## config.mk

```make
export PLATFORM = sky130hd
export DESIGN_NAME = packet_input_buffer
export DESIGN_NICKNAME = d
export VERILOG_FILES = /design/src/rtl/packet_input_buffer_pkg.sv /design/src/rtl/packet_input_buffer_sdp_ram.sv /design/src/rtl/packet_input_buffer.sv
export SDC_FILE = /design/constraint.sdc
export NUM_CORES = 1
export LEC_CHECK = 0
export ABC_AREA = 1
export BUFFER_PORTS_ARGS = -buffer_cell sky130_fd_sc_hd__buf_4
export CORE_ASPECT_RATIO = 0.9
export CORE_MARGIN = 2
export CORE_UTILIZATION = 40
export DETAILED_ROUTE_END_ITERATION = 8
export SLEW_MARGIN = 25
export SYNTH_ARGS = -nofsm -noshare
export SYNTH_HDL_FRONTEND = slang
export SYNTH_HIERARCHICAL = 1
export SYNTH_SLANG_ARGS = --single-unit
```

## constraint.sdc

```tcl
create_clock -name clk -period 9.7 [get_ports clk]
set_input_delay 0 -clock clk [delete_from_list [all_inputs] [get_ports clk]]
set_output_delay 0 -clock clk [all_outputs]
set_load 0.01 [all_outputs]
```

## src/rtl/packet_input_buffer_pkg.sv

```systemverilog
// Shared definitions for the packet input buffer: buffer state encoding and
// the address-width helper used to size pointers and counters.

package packet_input_buffer_pkg;

    // Frame capture states. FILL accepts words, DRAIN swallows the tail of an
    // oversized frame, HOLD presents a complete frame to the fetch stage.
    typedef enum logic [1:0] {
        FILL  = 2'b00,
        DRAIN = 2'b01,
        HOLD  = 2'b10
    } buf_state_e;

    // Number of bits needed to represent 'value' (clogb2(31) = 5).
    function automatic int clogb2(input int value);
        int remaining;
        int result;
        remaining = value;
        result    = 0;
        for (int i = 0; i < 32; i++) begin
            if (remaining > 0) begin
                result    = result + 1;
                remaining = remaining >> 1;
            end
        end
        return result;
    endfunction

endpackage

```

## src/rtl/packet_input_buffer_sdp_ram.sv

```systemverilog
// Simple dual-port packet storage: port A writes, port B reads through an
// output register. Storage itself is never cleared; only the read register
// has a reset value so the published packet word starts at zero.

module sdp_ram
    import packet_input_buffer_pkg::*;
#(
    parameter int DEPTH = 32,
    parameter int WIDTH = 32,
    localparam int ADDR_W = clogb2(DEPTH - 1)
) (
    input  logic              clk_i,
    input  logic              rst_ni,
    input  logic              wea_i,
    input  logic [ADDR_W-1:0] addra_i,
    input  logic [WIDTH-1:0]  dina_i,
    input  logic [ADDR_W-1:0] addrb_i,
    output logic [WIDTH-1:0]  doutb_o
);

    logic [WIDTH-1:0] mem [DEPTH];
    logic [WIDTH-1:0] doutb_q;

    // Port A write: the word lands in storage on the edge of its handshake.
    always_ff @(posedge clk_i) begin
        if (wea_i) begin
            mem[addra_i] <= dina_i;
        end
    end

    // Port B registered read: one cycle from address to data.
    always_ff @(posedge clk_i or negedge rst_ni) begin
        if (!rst_ni) begin
            doutb_q <= '0;
        end else begin
            doutb_q <= mem[addrb_i];
        end
    end

    assign doutb_o = doutb_q;

endmodule

```

## src/rtl/packet_input_buffer.sv

```systemverilog
// AXI-Stream slave that captures one frame of RANC packets per tick, holds it
// for the fetch stage, and releases it on read_done or tick. Words beyond the
// buffer capacity are accepted and dropped, and flagged with a sticky overflow.

module packet_input_buffer
    import packet_input_buffer_pkg::*;
#(
    parameter int NUMBER_OF_INPUT_WORDS = 32,
    parameter int DATA_WIDTH = 32,
    localparam int bit_num = clogb2(NUMBER_OF_INPUT_WORDS - 1),
    localparam int CAP = NUMBER_OF_INPUT_WORDS - 1
) (
    input  logic                  clk,
    input  logic                  rst,
    input  logic [DATA_WIDTH-1:0] s_axis_tdata,
    input  logic                  s_axis_tvalid,
    input  logic                  s_axis_tlast,
    output logic                  s_axis_tready,
    input  logic                  tick,
    input  logic                  read_done,
    input  logic [bit_num-1:0]    addr,
    output logic [DATA_WIDTH-1:0] packet_out,
    output logic [bit_num-1:0]    num_packets,
    output logic                  data_valid,
    output logic                  overflow
);

    // The write pointer carries one extra bit so comparing it with CAP can
    // never wrap, even though CAP itself fits in bit_num bits.
    localparam logic [bit_num:0]   CAP_PTR = (bit_num + 1)'(CAP);
    localparam logic [bit_num:0]   ONE_PTR = (bit_num + 1)'(1);
    localparam logic [bit_num-1:0] CAP_CNT = bit_num'(CAP);
    localparam logic [bit_num-1:0] ONE_CNT = bit_num'(1);

    buf_state_e           state_q, state_d;
    logic [bit_num:0]     wr_ptr_q, wr_ptr_d;
    logic [bit_num-1:0]   num_packets_q, num_packets_d;
    logic                 data_valid_q, data_valid_d;
    logic                 overflow_q, overflow_d;

    logic                 handshake;
    logic                 room_left;
    logic                 mem_we;

    // Ready depends on the registered state alone so upstream never sees a
    // combinational path from its own valid back to ready.
    assign s_axis_tready = (state_q != HOLD);
    assign handshake     = s_axis_tvalid & s_axis_tready;
    assign room_left     = (wr_ptr_q < CAP_PTR);
    assign mem_we        = (state_q == FILL) & handshake & room_left;

    // Next-state decode for the capture FSM, pointer and frame flags.
    always_comb begin
        state_d       = state_q;
        wr_ptr_d      = wr_ptr_q;
        num_packets_d = num_packets_q;
        data_valid_d  = data_valid_q;
        overflow_d    = overflow_q;

        unique case (state_q)
            FILL: begin
                if (handshake) begin
                    if (room_left) begin
                        wr_ptr_d = wr_ptr_q + ONE_PTR;
                        if (s_axis_tlast) begin
                            num_packets_d = wr_ptr_q[bit_num-1:0] + ONE_CNT;
                            data_valid_d  = 1'b1;
                            state_d       = HOLD;
                        end
                    end else begin
                        overflow_d = 1'b1;
                        if (s_axis_tlast) begin
                            num_packets_d = CAP_CNT;
                            data_valid_d  = 1'b1;
                            state_d       = HOLD;
                        end else begin
                            state_d = DRAIN;
                        end
                    end
                end
            end
            DRAIN: begin
                if (handshake && s_axis_tlast) begin
                    num_packets_d = CAP_CNT;
                    data_valid_d  = 1'b1;
                    state_d       = HOLD;
                end
            end
            HOLD: begin
                if (read_done || tick) begin
                    wr_ptr_d      = '0;
                    num_packets_d = '0;
                    data_valid_d  = 1'b0;
                    state_d       = FILL;
                end
            end
            default: begin
                state_d = FILL;
            end
        endcase
    end

    // Register the FSM state together with its registered outputs.
    always_ff @(posedge clk or negedge rst) begin
        if (!rst) begin
            state_q       <= FILL;
            wr_ptr_q      <= '0;
            num_packets_q <= '0;
            data_valid_q  <= 1'b0;
            overflow_q    <= 1'b0;
        end else begin
            state_q       <= state_d;
            wr_ptr_q      <= wr_ptr_d;
            num_packets_q <= num_packets_d;
            data_valid_q  <= data_valid_d;
            overflow_q    <= overflow_d;
        end
    end

    sdp_ram #(
        .DEPTH(NUMBER_OF_INPUT_WORDS),
        .WIDTH(DATA_WIDTH)
    ) u_ram (
        .clk_i  (clk),
        .rst_ni (rst),
        .wea_i  (mem_we),
        .addra_i(wr_ptr_q[bit_num-1:0]),
        .dina_i (s_axis_tdata),
        .addrb_i(addr),
        .doutb_o(packet_out)
    );

    assign num_packets = num_packets_q;
    assign data_valid  = data_valid_q;
    assign overflow    = overflow_q;

endmodule
```

==> results.json <==
{
  "firstDrtPassIters": 6,
  "die_h_um": 317,
  "worstRegToRegCells": 12,
  "slew_headroom": 0.255,
  "synth_cells": 3661,
  "hold_violations": 1,
  "grt_pass1_vias": 26700,
  "cp-end-kind": "flop",
  "ir_worst_vdd_mv": 0.133,
  "cpMaxStageDelayCell": "nor2_4",
  "grt_pass1_wl_um": 172000,
  "p_leak_nw": 18.1,
  "rsz0062_at_grt": "no",
  "r2r_start": "state_q[0]",
  "area_delta_synth_final_pct": 13.3,
  "hold_class": "input pin to asynchronous set/reset pin",
  "routed_wl_um": 116000,
  "holdWs_ns": -0.00115,
  "post-route-min-period_ns": 4.04,
  "power_mw": 10.3,
  "fillers": 9626,
  "cts_root_buf": "clkbuf_16",
  "path_depth": 12,
  "crit_family": "simple AND/OR/NAND/NOR gates",
  "io_pins": 83,
  "clock.fmax_mhz": 248,
  "grt_overflow": 0,
  "initial_core_util": 0.404,
  "io_buffers": 82,
  "cp.arrival_ns": 4.35,
  "seq_area_um2": 31900,
  "reg2reg_to": "u_ram/mem[13][7]",
  "ys_types": 27,
  "criticalPathCategory": "flop to flop",
  "syn_area_per_cell_um2": 11.9,
  "post-dp-hpwl_um": 61900,
  "cts_setup_buffers": 0,
  "netlist_area_um2": 43500,
  "numCtsBuffers": 109,
  "status": "complete, but fails checks",
  "worst-path-buf-inv": 3,
  "worst-path-max-fanout": 18,
  "fin_setup_tns_ns": 0,
  "cts_resized": 0,
  "clkPwrFrac": 0.404,
  "synth_seq_area_share": 0.734,
  "h-tree-depth": 3,
  "violations": "hold timing",
  "globalplace.congestion": 0.804,
  "drive_above_1_share": 0.0913,
  "setup_violations": 0,
  "yosys_register_bits": 1071,
  "cts.path.max_buffers": 3,
  "die_area_um2": 111000,
  "route.detailed.drc": 0,
  "grt_max_degree": 195,
  "min_period_over_period": 0.416,
  "pwr_density_cell_nw_per_um2": 209,
  "cp_slowest_stage_delay_ns": 0.83,
  "core_area_um2": 108000,
  "cp.required_ns": 10.02,
  "cts_tree": "yes",
  "internal-power_mw": 7.87,
  "combPwrFrac": 0.085,
  "layout_commonest_cell": "nand2_1",
  "clk_latency_ns": 0.68,
  "p_sw_frac": 0.236,
  "maxCapViolCount": 0,
  "synth_warnings": 6,
  "cp-start-kind": "flop",
  "worst_clock_skew_ns": 0.0280,
  "path_clk_slew_ns": 0.06,
  "worstMarginPinSlew_ns": 1.12,
  "rows": 114,
  "rrSetupSlack_ns": 5.66,
  "antenna_found_initial": 4,
  "dieWidth_um": 352,
  "cp-startpoint": "state_q[0]",
  "fin_ws_ns": 5.66,
  "crit_path_cell_trace": "inv_1 -> ha_1 -> inv_2 -> nand2_2 -> nand2_4 -> nand2_2 -> a21oi_2 -> nand2_4 -> nor2_1 -> nand3_1 -> nor2_4 -> buf_4",
  "postRouteAntennaNets": 0,
  "fin_nets": 3782,
  "ys.flop_type": "edfxtp_1",
  "p_seq_frac": 0.510,
  "detail_route.wl_per_cell_um": 22.0,
  "grt_use_total": 0.207,
  "vias": 28000,
  "synth-async-reset-ratio": 0.0439,
  "synth_edf_count": 1024,
  "initialDrtViolationCount": 2936,
  "final_cell_mix": "1478 x nand2_1, 1024 x edfxtp_1, 786 x nand3_1, 118 x buf_4, 110 x clkbuf_16",
  "viasPerCell": 5.31,
  "cts.sinks": 1071,
  "dp_slack_ns": 5.72,
  "multi_input_area_um2": 10200,
  "net-switching-power_mw": 2.43,
  "report.final.slew_viol_count": 0,
  "syn_nets": 3709,
  "worstSetupEndpoint": "u_ram/mem[13][7]"
}
## sequential cells by signal (all words and copies together) (netlist names)
register	count
data_valid	1
num_packets	5
overflow	1
state_q	2
u_ram/doutb_o	32
u_ram/mem	1024
wr_ptr_q	6
## cell usage after synthesis, types with 2 or more instances
library cell / count / area [um2]
dfrtp_1: 47 / 1180
clkbuf_1: 24 / 90.1
ha_1: 5 / 62.6
buf_8: 3 / 45.0
o21ai_0: 8 / 40.0
buf_1: 18 / 67.6
nand2_2: 7 / 43.8
nand2_1: 1478 / 5550
buf_4: 24 / 180
inv_2: 5 / 18.8
o21ai_2: 2 / 17.5
nand2_4: 3 / 33.8
nand3_1: 786 / 3930
nor2_1: 48 / 180
inv_1: 19 / 71.3
nand4_1: 3 / 18.8
edfxtp_1: 1024 / 30700
buf_6: 66 / 743
buf_2: 83 / 415
## how the worst min path moves through the flow
stage	endpoint	slack [ns]
6_report	data_valid	-0.001
5_1_grt	data_valid	0.04
4_1_cts	data_valid	0.005
3_5_place_dp	data_valid	0.20
3_3_place_gp	data_valid	0.19
2_1_floorplan	data_valid	-0.30
## cell type report
cell class / instances / area share
clock inverter: 63 / 0.0129
tap: 1450 / 0.0368
clock buffer: 135 / 0.0586
timing repair buffer: 180 / 0.0347
inverter: 26 / 0.00269
sequential: 1071 / 0.648
antenna: 1 / 0.0000508
multi-input combinational: 2346 / 0.207
## power groups by stage
stage	sequential [mW]	combinational, mW	clock (mW)
CTS	5.26	0.883	4.23
detailed placement	5.35	0.861	0
global placement	5.35	0.858	0
global route	5.27	0.966	4.41
floorplan	5.36	0.498	0
finish	5.26	0.879	4.16
## timing repair
action | CTS | global route
hold buffers | 44 | 0
endpoints found under the hold margin | 1117 | 0
endpoints found under the setup margin | 0 | 0
## cell families after synthesis
group                      after synthesis  synth area share
DFF                                   1071             0.734
and+or+nand+nor                       2328             0.225
buffers and inverters                  244            0.0379
adders and majority gates                5           0.00144
AOI/OAI and AO/OA                       13           0.00181
## metrics by stage
stage               utilization  cells  cell area (um2)
detailed placement        0.421   5029            45300
floorplan                     -   3661            43500
finish                    0.458   5272            49300
CTS                       0.458   5271            49300
global placement          0.418   5015            45000
global route              0.458   5271            49300
## metal layers
metal | vias to the layer above | share of wire | GRT usage
met5 | - | 0.00011 | 0
met4 | 2 | 0.023 | 0.0579
met1 | 14000 | 0.44 | 0.301
met2 | 1023 | 0.46 | 0.326
li1 | 12900 | - | -
met3 | 147 | 0.069 | 0.0307
Power figures use the tool's default switching activity.
